<file path="config.mk">
export PLATFORM = sky130hd
export DESIGN_NAME = alu_seq
export DESIGN_NICKNAME = d
export VERILOG_FILES = /design/src/rtl/alu_pkg.sv /design/src/rtl/alu_mul_seq.sv /design/src/rtl/alu_seq.sv
export SDC_FILE = /design/constraint.sdc
export NUM_CORES = 1
export LEC_CHECK = 0
export ABC_AREA = 1
export BUFFER_PORTS_ARGS = -buffer_cell sky130_fd_sc_hd__buf_2
export CORE_UTILIZATION = 51
export CTS_BUF_LIST = sky130_fd_sc_hd__clkbuf_2
export CTS_CLUSTER_SIZE = 14
export DETAILED_ROUTE_END_ITERATION = 8
export HOLD_SLACK_MARGIN = 0.02
export MAX_ROUTING_LAYER = met4
export PLACE_DENSITY = 0.74
export RECOVER_POWER = 50
export SETUP_SLACK_MARGIN = 0.3
export SLEW_MARGIN = 20
export SYNTH_ARGS = -nofsm -noshare
export SYNTH_HDL_FRONTEND = slang
export SYNTH_SLANG_ARGS = --single-unit
</file>
<file path="constraint.sdc">
create_clock -name clk -period 7.1 [get_ports clk]
set_input_delay 1.065 -clock clk [delete_from_list [all_inputs] [get_ports clk]]
set_output_delay 1.065 -clock clk [all_outputs]
set_load 0.02 [all_outputs]
</file>
<file path="src/rtl/alu_pkg.sv">
// Shared opcode and state types for the sequential ALU.
package alu_pkg;

    // Opcode encoding presented on the op input. Codes 10..15 are undefined.
    typedef enum logic [3:0] {
        ADD = 4'd0,
        SUB = 4'd1,
        AND = 4'd2,
        OR  = 4'd3,
        XOR = 4'd4,
        NOT = 4'd5,
        SHL = 4'd6,
        SHR = 4'd7,
        ASR = 4'd8,
        MUL = 4'd9
    } alu_op_e;

    // Handshake FSM states. Prefixed so they do not collide with the opcode MUL.
    typedef enum logic [1:0] {
        S_IDLE = 2'd0,
        S_MUL  = 2'd1,
        S_DONE = 2'd2
    } alu_state_e;

endpackage

</file>
<file path="src/rtl/alu_mul_seq.sv">
// Iterative shift-add unsigned multiplier: one partial product per clock,
// WIDTH steps after start. done is high during the cycle whose rising edge
// performs the final step, and product then shows the value that edge yields,
// so the owner can register the finished product on that same edge.
module alu_mul_seq
    import alu_pkg::*;
#(
    parameter int WIDTH = 16
) (
    input  logic                 clk,
    input  logic                 rst_n,
    input  logic                 start,
    input  logic [WIDTH-1:0]     a,
    input  logic [WIDTH-1:0]     b,
    output logic                 busy,
    output logic                 done,
    output logic [2*WIDTH-1:0]   product
);

    localparam int SHW = $clog2(WIDTH);
    localparam logic [SHW-1:0] LAST_STEP = SHW'(WIDTH - 1);

    logic [2*WIDTH-1:0] acc;
    logic [2*WIDTH-1:0] mcand;
    logic [WIDTH-1:0]   mplier;
    logic [SHW-1:0]     step;
    logic [2*WIDTH-1:0] acc_nxt;

    // Accumulate the shifted multiplicand when the current multiplier LSB is set.
    always_comb begin
        acc_nxt = acc + (mplier[0] ? mcand : '0);
    end

    assign done    = busy && (step == LAST_STEP);
    assign product = acc_nxt;

    // Load operands on start, then perform one shift-add step per clock.
    always_ff @(posedge clk or negedge rst_n) begin
        if (!rst_n) begin
            acc    <= '0;
            mcand  <= '0;
            mplier <= '0;
            step   <= '0;
            busy   <= 1'b0;
        end else if (start && !busy) begin
            acc    <= '0;
            mcand  <= {{WIDTH{1'b0}}, a};
            mplier <= b;
            step   <= '0;
            busy   <= 1'b1;
        end else if (busy) begin
            acc    <= acc_nxt;
            mcand  <= mcand << 1;
            mplier <= mplier >> 1;
            step   <= step + 1'b1;
            if (step == LAST_STEP) begin
                busy <= 1'b0;
            end
        end
    end

endmodule

</file>
<file path="src/rtl/alu_seq.sv">
// Registered ALU with valid/ready handshakes. Single-cycle arithmetic, logic
// and shift ops; unsigned multiply is delegated to alu_mul_seq.
//
// Handshake: a transfer happens on a rising edge where valid && ready are both
// high. in_ready is high only in IDLE; a/b/op are captured on the accepting
// edge and ignored afterwards. out_valid, result and flags stay constant from
// the edge they are registered until the edge on which out_ready is seen high;
// in_ready returns the cycle after that output transfer.
module alu_seq
    import alu_pkg::*;
#(
    parameter int WIDTH = 16
) (
    input  logic              clk,
    input  logic              rst_n,
    input  logic              in_valid,
    output logic              in_ready,
    input  logic [3:0]        op,
    input  logic [WIDTH-1:0]  a,
    input  logic [WIDTH-1:0]  b,
    output logic              out_valid,
    input  logic              out_ready,
    output logic [WIDTH-1:0]  result,
    output logic              flag_n,
    output logic              flag_z,
    output logic              flag_c,
    output logic              flag_v
);

    localparam int SHW = $clog2(WIDTH);

    alu_state_e         state;
    logic               accept;
    logic               is_mul;
    logic               mul_busy;
    logic               mul_done;
    logic [2*WIDTH-1:0] mul_product;

    logic [WIDTH:0]     sum;
    logic [WIDTH:0]     ext;
    logic [SHW-1:0]     sh;
    logic [WIDTH-1:0]   r_c;
    logic               c_c;
    logic               v_c;

    assign in_ready = (state == S_IDLE) && !mul_busy;
    assign accept   = in_valid && in_ready;
    assign is_mul   = (alu_op_e'(op) == MUL);

    alu_mul_seq #(.WIDTH(WIDTH)) u_mul (
        .clk     (clk),
        .rst_n   (rst_n),
        .start   (accept && is_mul),
        .a       (a),
        .b       (b),
        .busy    (mul_busy),
        .done    (mul_done),
        .product (mul_product)
    );

    // Single-cycle result, carry and overflow from the live operands.
    // Shifts carry one extra bit so the last bit shifted out lands in it.
    always_comb begin
        sum = '0;
        ext = '0;
        sh  = b[SHW-1:0];
        r_c = '0;
        c_c = 1'b0;
        v_c = 1'b0;
        case (alu_op_e'(op))
            ADD: begin
                sum = {1'b0, a} + {1'b0, b};
                r_c = sum[WIDTH-1:0];
                c_c = sum[WIDTH];
                v_c = (a[WIDTH-1] == b[WIDTH-1]) && (sum[WIDTH-1] != a[WIDTH-1]);
            end
            SUB: begin
                sum = {1'b0, a} + {1'b0, ~b} + (WIDTH+1)'(1);
                r_c = sum[WIDTH-1:0];
                c_c = sum[WIDTH];
                v_c = (a[WIDTH-1] != b[WIDTH-1]) && (sum[WIDTH-1] != a[WIDTH-1]);
            end
            AND: r_c = a & b;
            OR:  r_c = a | b;
            XOR: r_c = a ^ b;
            NOT: r_c = ~b;
            SHL: begin
                ext = {1'b0, a} << sh;
                r_c = ext[WIDTH-1:0];
                c_c = ext[WIDTH];
            end
            SHR: begin
                ext = {a, 1'b0} >> sh;
                r_c = ext[WIDTH:1];
                c_c = ext[0];
            end
            ASR: begin
                ext = $signed({a, 1'b0}) >>> sh;
                r_c = ext[WIDTH:1];
                c_c = ext[0];
            end
            default: begin
                // MUL is handled by the multiplier; undefined codes yield zero.
                r_c = '0;
            end
        endcase
    end

    // Handshake FSM with registered result, flags and out_valid.
    always_ff @(posedge clk or negedge rst_n) begin
        if (!rst_n) begin
            state     <= S_IDLE;
            out_valid <= 1'b0;
            result    <= '0;
            flag_n    <= 1'b0;
            flag_z    <= 1'b0;
            flag_c    <= 1'b0;
            flag_v    <= 1'b0;
        end else begin
            case (state)
                S_IDLE: begin
                    if (accept) begin
                        if (is_mul) begin
                            state <= S_MUL;
                        end else begin
                            result    <= r_c;
                            flag_n    <= r_c[WIDTH-1];
                            flag_z    <= (r_c == '0);
                            flag_c    <= c_c;
                            flag_v    <= v_c;
                            out_valid <= 1'b1;
                            state     <= S_DONE;
                        end
                    end
                end
                S_MUL: begin
                    if (mul_done) begin
                        result    <= mul_product[WIDTH-1:0];
                        flag_n    <= mul_product[WIDTH-1];
                        flag_z    <= (mul_product[WIDTH-1:0] == '0);
                        flag_c    <= |mul_product[2*WIDTH-1:WIDTH];
                        flag_v    <= 1'b0;
                        out_valid <= 1'b1;
                        state     <= S_DONE;
                    end
                end
                S_DONE: begin
                    if (out_ready) begin
                        out_valid <= 1'b0;
                        state     <= S_IDLE;
                    end
                end
                default: begin
                    state <= S_IDLE;
                end
            endcase
        end
    end

endmodule

</file>
==> run metrics <==
status finished with violations; failing checks capacitance limit, slew limit; HP Start u_mul.acc[6]; largest net degree at the start of global routing 65; PortBufs 61; Yosys top cell by area dfrtp_1; fill count approximately 2,200; post-synth top area share 24.00%; Sequential Power Share 36.8%; TritonCTS clock tree built; Min-Delay Path Class flip-flop to flip-flop; Synth Flop Type dfrtp_1; layout cells sized above 1 5.797%; simple-gate area share of the yosys netlist 39.55%; Comb pwr share 52.3%; clock transition at the registers of the reported paths roughly 370 ps; first-pass GRT wire length 65,100 microns; Die Area 22,470 sq um; Post-Syn Nets 1,970; Max Cap Viol 2; fin cells 2,141; clk_lat worst skew approximately 660 ps; RD Place Congestion 1.012; Max Slew Vio Count 84; pwr/cell area 237.2 nW/um^2; RSZ-0062 raised after global routing false; Compound-Gate Fraction of Synth Area 14.06%; critical path startpoint u_mul.busy; Synth Register Bits 107; placed cells 2,122; crit-path cells clkbuf_1 > a21oi_1 > nor2_1 > inv_1 > nor2_2 > inv_1 > o21ai_0 > o21ai_0 > nand2_1; DR WL/cell 19.71 microns; CP endpoint kind flip-flop; synth warn 0; Syn Area/Cell 6.044 sq um; post-route clock period utilization 53.85%; FF-to-FF Start u_mul.busy; Synth Area in Adders 9.622%; CP max FO 38; Starting Density a little over half; mux share of post-synthesis cell area 0%; VDD IR max 205.2 uV; CP Buf/Inv Count 3; Final Hold Viols 0; Required @ worst endpoint 7710 ps; die height approximately 150 microns; sequential cell area fraction in the yosys report 24.00%; Area contributors post-synth dfrtp_1 24%, nand2_1 20%, ha_1 9.1%; WS Path Type flip-flop to flip-flop; initial antenna violation count 3; Post-CTS Setup Inserts 0; Antenna Nets Post-Route 0; commonest cells in the netlist 608 x nand2_1, 237 x inv_1, 191 x nand3_1; Tmin final about 3800 ps; IO Pins 62; largest family of logic cells by synthesized area simple AND/OR/NAND/NOR gates; total wire length approximately 42,000 microns; vias per cell 5.790; vias in the first global route 11,700; crit-path max cell delay 1460 ps; EDFF count, synth 0; Synth Area in XOR/XNOR 1.492%; most common cell in the netlist nand2_1; DRT Pass-1 Iters 6; Startpoint Class flip-flop; Global Route Usage Sum 39.22%; DRT iter0 DRCs 1,181; Layout area overhead 4.452%; DIE WIDTH 149.9 microns; setup total negative slack 0 ps; final net count 1,982; htree depth 3; max_slew headroom -56.97%; Core Box Area about 21,000 sq um; clock buffer depth 2; via count 12,400; Worst EP arrival 4430 ps; Post-Syn Area 11,160 sq um; cell row count 53; post-route DRC violation count 0; Clock Tree Root clkbuf_2; ys async rst share 100.0%; Int Power 1.336 mW; clock power share 10.9%; Tightest Pin Transition 2355 ps; Power Total 2.765 mW; Synth Instances 1,846; delay-heaviest family, CP buffers and inverters; Clock Skew 63.78 ps; Post-CTS Hold Buffers 0; FMAX 0.2615 GHz; count of final setup violators 0; Leak Pwr 6.474 nW; CP max stage cell clkbuf_1; total gr overflow 0; Net Sw Power about 1.4 mW; sw frac 51.69%; clock sinks about 110; post-DP HPWL 33,630 microns; CTS resizes 0; Hold Slack 540.5 ps; Distinct cells, synth 42; total CTS buffers 9
sequential cells by signal, indices dropped and copies added, names as in the netlist, 2 cells and up:
signal and cells:
state 2, result 15, u_mul.step 4, u_mul.mcand 32, u_mul.acc 32, u_mul.mplier 16
area by class of cell:
class,count,area (sq um),area share [%]
Clock buffer,9,45.04,0.3865
Multi-Input combinational cell,1425,7229,62.04
Inverter,247,929.6,7.977
Sequential cell,107,2679,22.99
Timing Repair Buffer,68,344.1,2.953
Tap cell,275,344.1,2.953
Clock inverter,7,75.07,0.6442
Antenna cell,3,7.507,0.06442
power by group through the flow:
stage          Combinational [mW]  Sequential [mW]  Clock [mW]
4_1_cts                      1.44             1.01       0.304
2_1_floorplan               0.975             1.02           0
5_1_grt                      1.59             1.04       0.326
6_report                     1.45             1.02       0.303
3_5_place_dp                 1.43             1.02           0
3_3_place_gp                 1.40             1.01           0
routing by layer:
metal  global-route usage (%)  vias to the layer above  part of all wire, %
met5                        -                        -                    0
met3                    4.421                       99                  6.2
met1                    46.83                     5777                   40
met2                    65.53                      518                   48
met4                    19.19                        0                  5.3
li1                         -                     6002                    -
path summary, 6_finish.rpt:
path,slack [ps],end,cells past startpoint
max reg2reg,3280,flag_n,9
min in group asynchronous,1080,u_mul.mcand[9],1
min,540,u_mul.acc[6],2
min reg2reg,540,u_mul.acc[6],2
max in group asynchronous,4160,u_mul.mcand[22],2
max,3280,flag_n,9
worst reg2reg max path, cell delays in order (launching register included):
cell      delay [ps]
dfrtp_1          450
clkbuf_1        1460
a21oi_1          280
nor2_1           190
inv_1             80
nor2_2           290
inv_1            480
o21ai_0          290
o21ai_0          140
nand2_1          110
per-stage QoR:
step,setup slack [ps],instance area [sq um],utilization [%]
6_report,3277,11650,54.92
5_1_grt,3084,11650,54.92
4_1_cts,3422,11660,54.95
3_5_place_dp,2913,11540,54.39
3_3_place_gp,2916,11540,54.39
2_1_floorplan,3884,11160,-
cell usage in the layout (no fill, tap or decap), drive strengths merged, types with 8 or more instances in the layout:
cell,n
and2,8
xor2,12
nor2,186
nand4,27
o22ai,25
buf,59
nor3,22
dfrtp,107
nand3,191
a21oi,70
o221ai,9
a22oi,9
clkbuf,18
nand2,615
o21ai,94
o211ai,32
ha,81
a22o,10
inv,251
cell families after synthesis:
group	Yosys count
adder cells (fa/ha/maj)	84
AND/OR/NAND/NOR	1059
XOR/XNOR	19
flip-flops	107
buffers and inverters	314
AO/OA/AOI/OAI	263
Note: power is estimated with default switching activity, not from simulation.
